[config.mk]
export PLATFORM = sky130hd
export DESIGN_NAME = wb_arbiter_flat
export DESIGN_NICKNAME = d
export VERILOG_FILES = /design/src/rtl/wb_arbiter_if.sv /design/src/rtl/wb_arbiter.sv /design/src/flat_wrapper.sv
export SDC_FILE = /design/constraint.sdc
export NUM_CORES = 1
export LEC_CHECK = 0
export ABC_AREA = 0
export BUFFER_PORTS_ARGS = -buffer_cell sky130_fd_sc_hd__buf_4
export CORE_UTILIZATION = 52
export DETAILED_ROUTE_END_ITERATION = 8
export PLACE_DENSITY = 0.74
export SLEW_MARGIN = 30
export SYNTH_ARGS = -nofsm -noshare
export SYNTH_HDL_FRONTEND = slang
export SYNTH_SLANG_ARGS = --single-unit
[constraint.sdc]
create_clock -name clk -period 4.1 [get_ports clk]
set_clock_uncertainty 0.1 [all_clocks]
set_input_delay 0.82 -clock clk [delete_from_list [all_inputs] [get_ports clk]]
set_output_delay 0.82 -clock clk [all_outputs]
set_load 0.01 [all_outputs]
[src/rtl/wb_arbiter_if.sv]
// rtl/wb_arbiter_if.sv - writeback arbiter bus: ALU/memory result streams in, register-file write port out
//   alu_valid/alu_ready/alu_rd/alu_data : single-cycle ALU result handshake
//   mem_valid/mem_ready/mem_rd/mem_data : memory/load result handshake (buffered)
//   rf_w_enable/rf_w_addr/rf_w_data     : register-file write port
//   mem_fifo_count                      : memory FIFO occupancy
//   wb_idle                             : nothing buffered and no write this cycle
//   modport master : result producers / register-file side (bench)
//   modport slave  : the arbiter
interface wb_arbiter_if #(
  parameter int MEM_FIFO_DEPTH = 4
);
  localparam int CW = $clog2(MEM_FIFO_DEPTH) + 1;

  logic          alu_valid;
  logic          alu_ready;
  logic [4:0]    alu_rd;
  logic [31:0]   alu_data;
  logic          mem_valid;
  logic          mem_ready;
  logic [4:0]    mem_rd;
  logic [31:0]   mem_data;
  logic          rf_w_enable;
  logic [4:0]    rf_w_addr;
  logic [31:0]   rf_w_data;
  logic [CW-1:0] mem_fifo_count;
  logic          wb_idle;

  modport master (
    output alu_valid, alu_rd, alu_data,
    output mem_valid, mem_rd, mem_data,
    input  alu_ready, mem_ready,
    input  rf_w_enable, rf_w_addr, rf_w_data,
    input  mem_fifo_count, wb_idle
  );

  modport slave (
    input  alu_valid, alu_rd, alu_data,
    input  mem_valid, mem_rd, mem_data,
    output alu_ready, mem_ready,
    output rf_w_enable, rf_w_addr, rf_w_data,
    output mem_fifo_count, wb_idle
  );
endinterface

[src/rtl/wb_arbiter.sv]
// rtl/wb_arbiter.sv - writeback arbiter: ALU priority, buffered memory path, anti-starvation, r0 drop
//   clk : rising-edge clock
//   rst : synchronous active-high reset
//   bus : wb_arbiter_if.slave (ALU/memory result streams, register-file write port, status)
module wb_arbiter #(
  parameter int MEM_FIFO_DEPTH = 4,
  parameter int STARVE_LIMIT   = 3
) (
  input  logic        clk,
  input  logic        rst,
  wb_arbiter_if.slave bus
);
  localparam int PW = $clog2(MEM_FIFO_DEPTH);
  localparam int CW = PW + 1;
  localparam int SW = $clog2(STARVE_LIMIT + 1);
  localparam logic [CW-1:0] DEPTH_C = CW'(MEM_FIFO_DEPTH);
  localparam logic [SW-1:0] LIMIT_C = SW'(STARVE_LIMIT);

  logic [4:0]    fifo_rd_q   [MEM_FIFO_DEPTH];
  logic [31:0]   fifo_data_q [MEM_FIFO_DEPTH];
  logic [PW-1:0] wr_ptr_q, wr_ptr_d;
  logic [PW-1:0] rd_ptr_q, rd_ptr_d;
  logic [CW-1:0] count_q, count_d;
  logic [SW-1:0] starve_q, starve_d;
  logic          w_en_q, w_en_d;
  logic [4:0]    w_addr_q, w_addr_d;
  logic [31:0]   w_data_q, w_data_d;

  logic fifo_nempty;
  logic force_mem;
  logic push;
  logic alu_take;
  logic pop;

  assign fifo_nempty = (count_q != '0);
  assign force_mem   = fifo_nempty && (starve_q >= LIMIT_C);

  // Ready signals depend only on state and reset, never on the valids.
  // A full FIFO refuses a push even if it pops in the same cycle.
  assign bus.alu_ready = !rst && !force_mem;
  assign bus.mem_ready = !rst && (count_q < DEPTH_C);

  assign push     = bus.mem_valid && bus.mem_ready;
  assign alu_take = bus.alu_valid && bus.alu_ready;
  // Forced grants already block the ALU via alu_ready, so the FIFO pops
  // whenever it holds data and the ALU did not win.
  assign pop      = !rst && fifo_nempty && !alu_take;

  always_comb begin
    wr_ptr_d = push ? wr_ptr_q + PW'(1) : wr_ptr_q;
    rd_ptr_d = pop  ? rd_ptr_q + PW'(1) : rd_ptr_q;
    count_d  = count_q + CW'(push) - CW'(pop);

    starve_d = starve_q;
    if (!fifo_nempty || pop) begin
      starve_d = '0;
    end else if (alu_take && (starve_q < LIMIT_C)) begin
      starve_d = starve_q + SW'(1);
    end

    // Address/data hold when nothing is granted; r0 writes are consumed
    // but never enabled.
    w_en_d   = 1'b0;
    w_addr_d = w_addr_q;
    w_data_d = w_data_q;
    if (alu_take) begin
      w_en_d   = (bus.alu_rd != 5'd0);
      w_addr_d = bus.alu_rd;
      w_data_d = bus.alu_data;
    end else if (pop) begin
      w_en_d   = (fifo_rd_q[rd_ptr_q] != 5'd0);
      w_addr_d = fifo_rd_q[rd_ptr_q];
      w_data_d = fifo_data_q[rd_ptr_q];
    end
  end

  always_ff @(posedge clk) begin
    if (rst) begin
      wr_ptr_q <= '0;
      rd_ptr_q <= '0;
      count_q  <= '0;
      starve_q <= '0;
      w_en_q   <= 1'b0;
      w_addr_q <= '0;
      w_data_q <= '0;
    end else begin
      wr_ptr_q <= wr_ptr_d;
      rd_ptr_q <= rd_ptr_d;
      count_q  <= count_d;
      starve_q <= starve_d;
      w_en_q   <= w_en_d;
      w_addr_q <= w_addr_d;
      w_data_q <= w_data_d;
    end
  end

  // Storage needs no reset: occupancy and pointers define what is valid.
  always_ff @(posedge clk) begin
    if (push) begin
      fifo_rd_q[wr_ptr_q]   <= bus.mem_rd;
      fifo_data_q[wr_ptr_q] <= bus.mem_data;
    end
  end

  assign bus.rf_w_enable    = w_en_q;
  assign bus.rf_w_addr      = w_addr_q;
  assign bus.rf_w_data      = w_data_q;
  assign bus.mem_fifo_count = count_q;
  assign bus.wb_idle        = (count_q == '0) && !w_en_q;
endmodule

[src/flat_wrapper.sv]
// flat-port wrapper written by rule: the top's interface ports become plain ports
module wb_arbiter_flat 
#(
  parameter int MEM_FIFO_DEPTH = 4,
  parameter int STARVE_LIMIT   = 3
)
  (clk, rst, bus_alu_valid, bus_alu_rd, bus_alu_data, bus_mem_valid, bus_mem_rd, bus_mem_data, bus_alu_ready, bus_mem_ready, bus_rf_w_enable, bus_rf_w_addr, bus_rf_w_data, bus_mem_fifo_count, bus_wb_idle);
  wb_arbiter_if #(.MEM_FIFO_DEPTH(MEM_FIFO_DEPTH)) bus_i ();
  input  logic clk;
  input  logic rst;
  input wire logic [$bits(bus_i.alu_valid)-1:0] bus_alu_valid;
  input wire logic [$bits(bus_i.alu_rd)-1:0] bus_alu_rd;
  input wire logic [$bits(bus_i.alu_data)-1:0] bus_alu_data;
  input wire logic [$bits(bus_i.mem_valid)-1:0] bus_mem_valid;
  input wire logic [$bits(bus_i.mem_rd)-1:0] bus_mem_rd;
  input wire logic [$bits(bus_i.mem_data)-1:0] bus_mem_data;
  output wire logic [$bits(bus_i.alu_ready)-1:0] bus_alu_ready;
  output wire logic [$bits(bus_i.mem_ready)-1:0] bus_mem_ready;
  output wire logic [$bits(bus_i.rf_w_enable)-1:0] bus_rf_w_enable;
  output wire logic [$bits(bus_i.rf_w_addr)-1:0] bus_rf_w_addr;
  output wire logic [$bits(bus_i.rf_w_data)-1:0] bus_rf_w_data;
  output wire logic [$bits(bus_i.mem_fifo_count)-1:0] bus_mem_fifo_count;
  output wire logic [$bits(bus_i.wb_idle)-1:0] bus_wb_idle;
  assign bus_i.alu_valid = bus_alu_valid;
  assign bus_i.alu_rd = bus_alu_rd;
  assign bus_i.alu_data = bus_alu_data;
  assign bus_i.mem_valid = bus_mem_valid;
  assign bus_i.mem_rd = bus_mem_rd;
  assign bus_i.mem_data = bus_mem_data;
  assign bus_alu_ready = bus_i.alu_ready;
  assign bus_mem_ready = bus_i.mem_ready;
  assign bus_rf_w_enable = bus_i.rf_w_enable;
  assign bus_rf_w_addr = bus_i.rf_w_addr;
  assign bus_rf_w_data = bus_i.rf_w_data;
  assign bus_mem_fifo_count = bus_i.mem_fifo_count;
  assign bus_wb_idle = bus_i.wb_idle;
  wb_arbiter #(.MEM_FIFO_DEPTH(MEM_FIFO_DEPTH), .STARVE_LIMIT(STARVE_LIMIT)) u_core (.clk(clk), .rst(rst), .bus(bus_i));
endmodule
==> flow_summary.rst <==
.. list-table::
   :header-rows: 1

   * - Metric
     - Value
   * - Residual DRC count
     - 0
   * - Area of the die
     - 0.0153 mm^2
   * - Reg-to-reg setup timing slack
     - 1.44 ns
   * - Fraction of power consumed by the clock network
     - 0.345
   * - Total number of vias
     - 4,314
   * - Worst min path class
     - reg -> reg
   * - Row count
     - 44
   * - Vias in the first global route
     - 4,535
   * - Final hold violation count
     - 0
   * - Net count of the finished layout
     - 664
   * - Number of DRC markers after the initial detailed-route iteration
     - 384
   * - Critical path class
     - reg -> out
   * - Diode insertion count for antenna repair
     - 0
   * - Worst Path Arrival
     - 2.14 ns
   * - Switching power
     - 1.44 mW
   * - Number of resized instances in the post-cts repair step
     - 0
   * - H-tree level count
     - 4
   * - Sw frac
     - 0.262
   * - Number of synthesized register bits
     - 197
   * - Number of max-slew violations in the final report
     - 0
   * - Num ports
     - 122
   * - GRT Overall Usage
     - 0.218
   * - Detailed-router iteration count before antenna repair
     - 5
   * - Worst Max-Slew Pin Slew
     - 0.808 ns
   * - Number of buffers between clock root and the deepest sink
     - 2
   * - Sequential Power Share
     - 0.446
   * - Final setup vio count
     - 0
   * - Highest ir drop seen on vdd
     - 0.345 mV
   * - Die Height
     - 124 um
   * - Setup crit start kind
     - flip-flop
   * - Filler Cells Inserted
     - 964
   * - Number of clock sinks
     - 197
   * - Top cell by count, worst path
     - sky130_fd_sc_hd__buf_4
   * - HPWL after detailed placement
     - 9.46 mm
   * - Capture point of the worst path
     - bus_alu_ready
   * - Initial cell density of the core
     - 0.531
   * - Most common cell after layout, fill and taps aside
     - sky130_fd_sc_hd__edfxtp_1
   * - Area growth, synth to finish
     - 23.0%
   * - Clock slew seen by the registers of the worst setup and hold paths
     - 0.07 ns
   * - Pin count of the biggest net entering global routing
     - 52
   * - Result of the run
     - finished, final reports clean
   * - Width of the die
     - 124 um
   * - RR Endpoint
     - u_core.bus.mem_fifo_count[2]
   * - Highest achievable clock rate
     - 0.327 GHz
   * - Final wirelength
     - 15.5 mm
   * - RD Place Congestion
     - 0.702
   * - Max-cap violations
     - 0
   * - Post-CTS Hold Buffers
     - 0
   * - Slew headroom
     - 0.461
   * - Final global-route overflow total
     - 0
   * - First-pass GRT wire length
     - 23.6 mm
   * - Synthesized area per cell
     - 16.6 um^2
   * - Number of buffers added on ports
     - 121
   * - Power density over cell area
     - 583 mW/mm^2
   * - Combinational cell fraction of total power
     - 0.210
   * - CTS buffer count
     - 17
   * - Share of final-layout standard cells stronger than drive strength 1
     - 0.382
   * - Endpoint required time on the critical path
     - 3.18 ns
   * - CTS tree
     - done
   * - Critical register-to-register path startpoint
     - u_core.starve_q[0]
   * - Total negative slack
     - 0 ns
   * - Number of setup buffers added after CTS
     - 0
   * - Cell type of the slowest stage on the worst timing path
     - sky130_fd_sc_hd__or3_2
   * - Critical-path maximum fanout
     - 28
   * - Crit-path max cell delay
     - 0.65 ns
   * - Final critical path time including I/O delays and setup
     - 3.06 ns
   * - Gate count of the mapped netlist
     - 464
   * - Endpoint kind of the worst setup timing path
     - output pin
   * - Commonest non-fill, non-tap cells in the layout
     - 148 x sky130_fd_sc_hd__edfxtp_1, 124 x sky130_fd_sc_hd__buf_4, 75 x sky130_fd_sc_hd__nand2_1
   * - Worst setup startpoint
     - u_core.bus.mem_fifo_count[1]
   * - Number of distinct standard cells referenced by the synthesized netlist
     - 32
   * - Initial antenna violation count
     - 0
   * - RSZ-0062 raised after global routing
     - no
   * - Cell area after synthesis
     - 0.00768 mm^2
   * - Share of the yosys chip area belonging to registers
     - 0.706
   * - Routed Antenna Nets
     - 0
   * - Count of yosys warnings during synthesis
     - 0
   * - Vias per inst
     - 5.57
   * - Final period util
     - 0.746
   * - Int Power
     - 4.06 mW
   * - Core Box Area
     - 0.0145 mm^2
   * - Cell chain of the critical path
     - or3_2 > buf_4 > a21oi_1 > buf_4
   * - Worst hold slack
     - 0.383 ns
   * - Reg2Reg Depth
     - 11
   * - Clock root cell
     - sky130_fd_sc_hd__clkbuf_16
   * - Routed wire length per instance
     - 19.9 um
   * - Clk_lat worst skew
     - 0.42 ns
   * - Static power due to leakage
     - 3.33 nW
   * - Post-Syn Nets
     - 550
==> metal layers <==
metal,vias to the layer above,global-route usage,wire [um]
li1,2010,-,-
met1,2157,0.287,6490
met2,140,0.351,7840
met3,7,0.0613,1050
met4,0,0.0745,81
met5,-,0,0
==> sequential cells by signal, summed over array words and instances (netlist names), named ones only <==
signal	flops
u_core.fifo_data_q	128
u_core.starve_q	2
u_core.wr_ptr_q	2
u_core.bus.rf_w_data	32
u_core.rd_ptr_q	2
u_core.fifo_rd_q	20
u_core.bus.rf_w_enable	1
u_core.bus.rf_w_addr	5
u_core.bus.mem_fifo_count	3
==> worst max-delay path, delay by kind of cell, from the launching register on <==
family	cells	cell delay [ns]
simple gates	1	0.65
flops	1	0.38
buf+inv	2	0.45
compound gates	1	0.19
==> logic make-up after synthesis <==
logic type	after synthesis	synth area share
AO/OA/AOI/OAI	43	0.0702
flip-flops	197	0.706
multiplexers	37	0.108
adder cells (fa/ha/maj)	8	0.0140
AND/OR/NAND/NOR	136	0.0712
XOR/XNOR	6	0.00684
buffers and inverters	37	0.0230
==> cells in the mapped netlist <==
cell type / instances / area share
sky130_fd_sc_hd__or3_1: 1 / 0.00081
sky130_fd_sc_hd__a211oi_1: 1 / 0.00098
sky130_fd_sc_hd__nor2_1: 45 / 0.022
sky130_fd_sc_hd__o31ai_1: 1 / 0.00098
sky130_fd_sc_hd__buf_2: 9 / 0.0059
sky130_fd_sc_hd__clkbuf_1: 16 / 0.0078
sky130_fd_sc_hd__and3_1: 4 / 0.0033
sky130_fd_sc_hd__nor2b_1: 2 / 0.0016
sky130_fd_sc_hd__fa_1: 1 / 0.0026
sky130_fd_sc_hd__buf_4: 1 / 0.00098
sky130_fd_sc_hd__a21oi_1: 1 / 0.00065
sky130_fd_sc_hd__o41ai_1: 1 / 0.0011
sky130_fd_sc_hd__xor2_1: 2 / 0.0023
sky130_fd_sc_hd__buf_6: 3 / 0.0044
sky130_fd_sc_hd__o21ai_0: 1 / 0.00065
sky130_fd_sc_hd__a311oi_1: 8 / 0.0091
sky130_fd_sc_hd__dfxtp_1: 49 / 0.13
sky130_fd_sc_hd__nor4b_1: 1 / 0.0011
sky130_fd_sc_hd__buf_1: 2 / 0.00098
sky130_fd_sc_hd__a211o_1: 1 / 0.0011
sky130_fd_sc_hd__a311oi_2: 28 / 0.055
sky130_fd_sc_hd__nand2_1: 75 / 0.037
sky130_fd_sc_hd__or4_1: 1 / 0.00098
sky130_fd_sc_hd__inv_1: 6 / 0.0029
sky130_fd_sc_hd__mux4_2: 37 / 0.11
sky130_fd_sc_hd__a31oi_1: 1 / 0.00081
sky130_fd_sc_hd__ha_1: 7 / 0.011
sky130_fd_sc_hd__and2_0: 1 / 0.00081
sky130_fd_sc_hd__xnor2_1: 4 / 0.0046
sky130_fd_sc_hd__nor3_1: 4 / 0.0026
sky130_fd_sc_hd__edfxtp_1: 148 / 0.58
sky130_fd_sc_hd__nand3_1: 2 / 0.0013
==> stage by stage <==
stage,power (mW),utilization,setup slack (ns),cells,instance area (um^2)
final,5.50,0.652,1.04,775,9440
after global routing,5.74,0.652,0.945,775,9440
after CTS,5.55,0.652,1.01,775,9430
after detailed placement,3.66,0.605,0.918,743,8750
after global placement,3.61,0.602,0.960,742,8720
after floorplan,3.19,-,1.40,464,7680
==> area by class of cell <==
type | instances | area [um^2] | area share
Sequential cell | 197 | 5430 | 0.575
Multi-Input combinational cell | 230 | 2100 | 0.223
Clock inverter | 11 | 229 | 0.0242
Tap cell | 184 | 230 | 0.0244
Timing Repair Buffer | 126 | 978 | 0.104
Clock buffer | 21 | 450 | 0.0477
Inverter | 6 | 22.5 | 0.00238
==> worst min-delay path by stage <==
stage	startpoint	to	slack, ns	cells past startpoint
6_report	u_core.bus.rf_w_data[2]	u_core.bus.rf_w_data[2]	0.38	2
5_1_grt	u_core.bus.rf_w_data[0]	u_core.bus.rf_w_data[0]	0.41	2
4_1_cts	u_core.bus.rf_w_data[1]	u_core.bus.rf_w_data[1]	0.39	2
3_5_place_dp	u_core.bus.rf_w_data[1]	u_core.bus.rf_w_data[1]	0.38	2
3_3_place_gp	u_core.bus.rf_w_data[1]	u_core.bus.rf_w_data[1]	0.37	2
2_1_floorplan	u_core.rd_ptr_q[1]	flip-flop	0.39	2
==> power groups by stage <==
stage	logic (mW)	clock network, mW	registers, mW
after detailed placement	1.17	0	2.50
after floorplan	0.694	0	2.50
after global placement	1.13	0	2.49
final	1.15	1.90	2.45
after global routing	1.27	2.00	2.48
after CTS	1.17	1.92	2.46
Note: power is estimated with default switching activity, not from simulation.
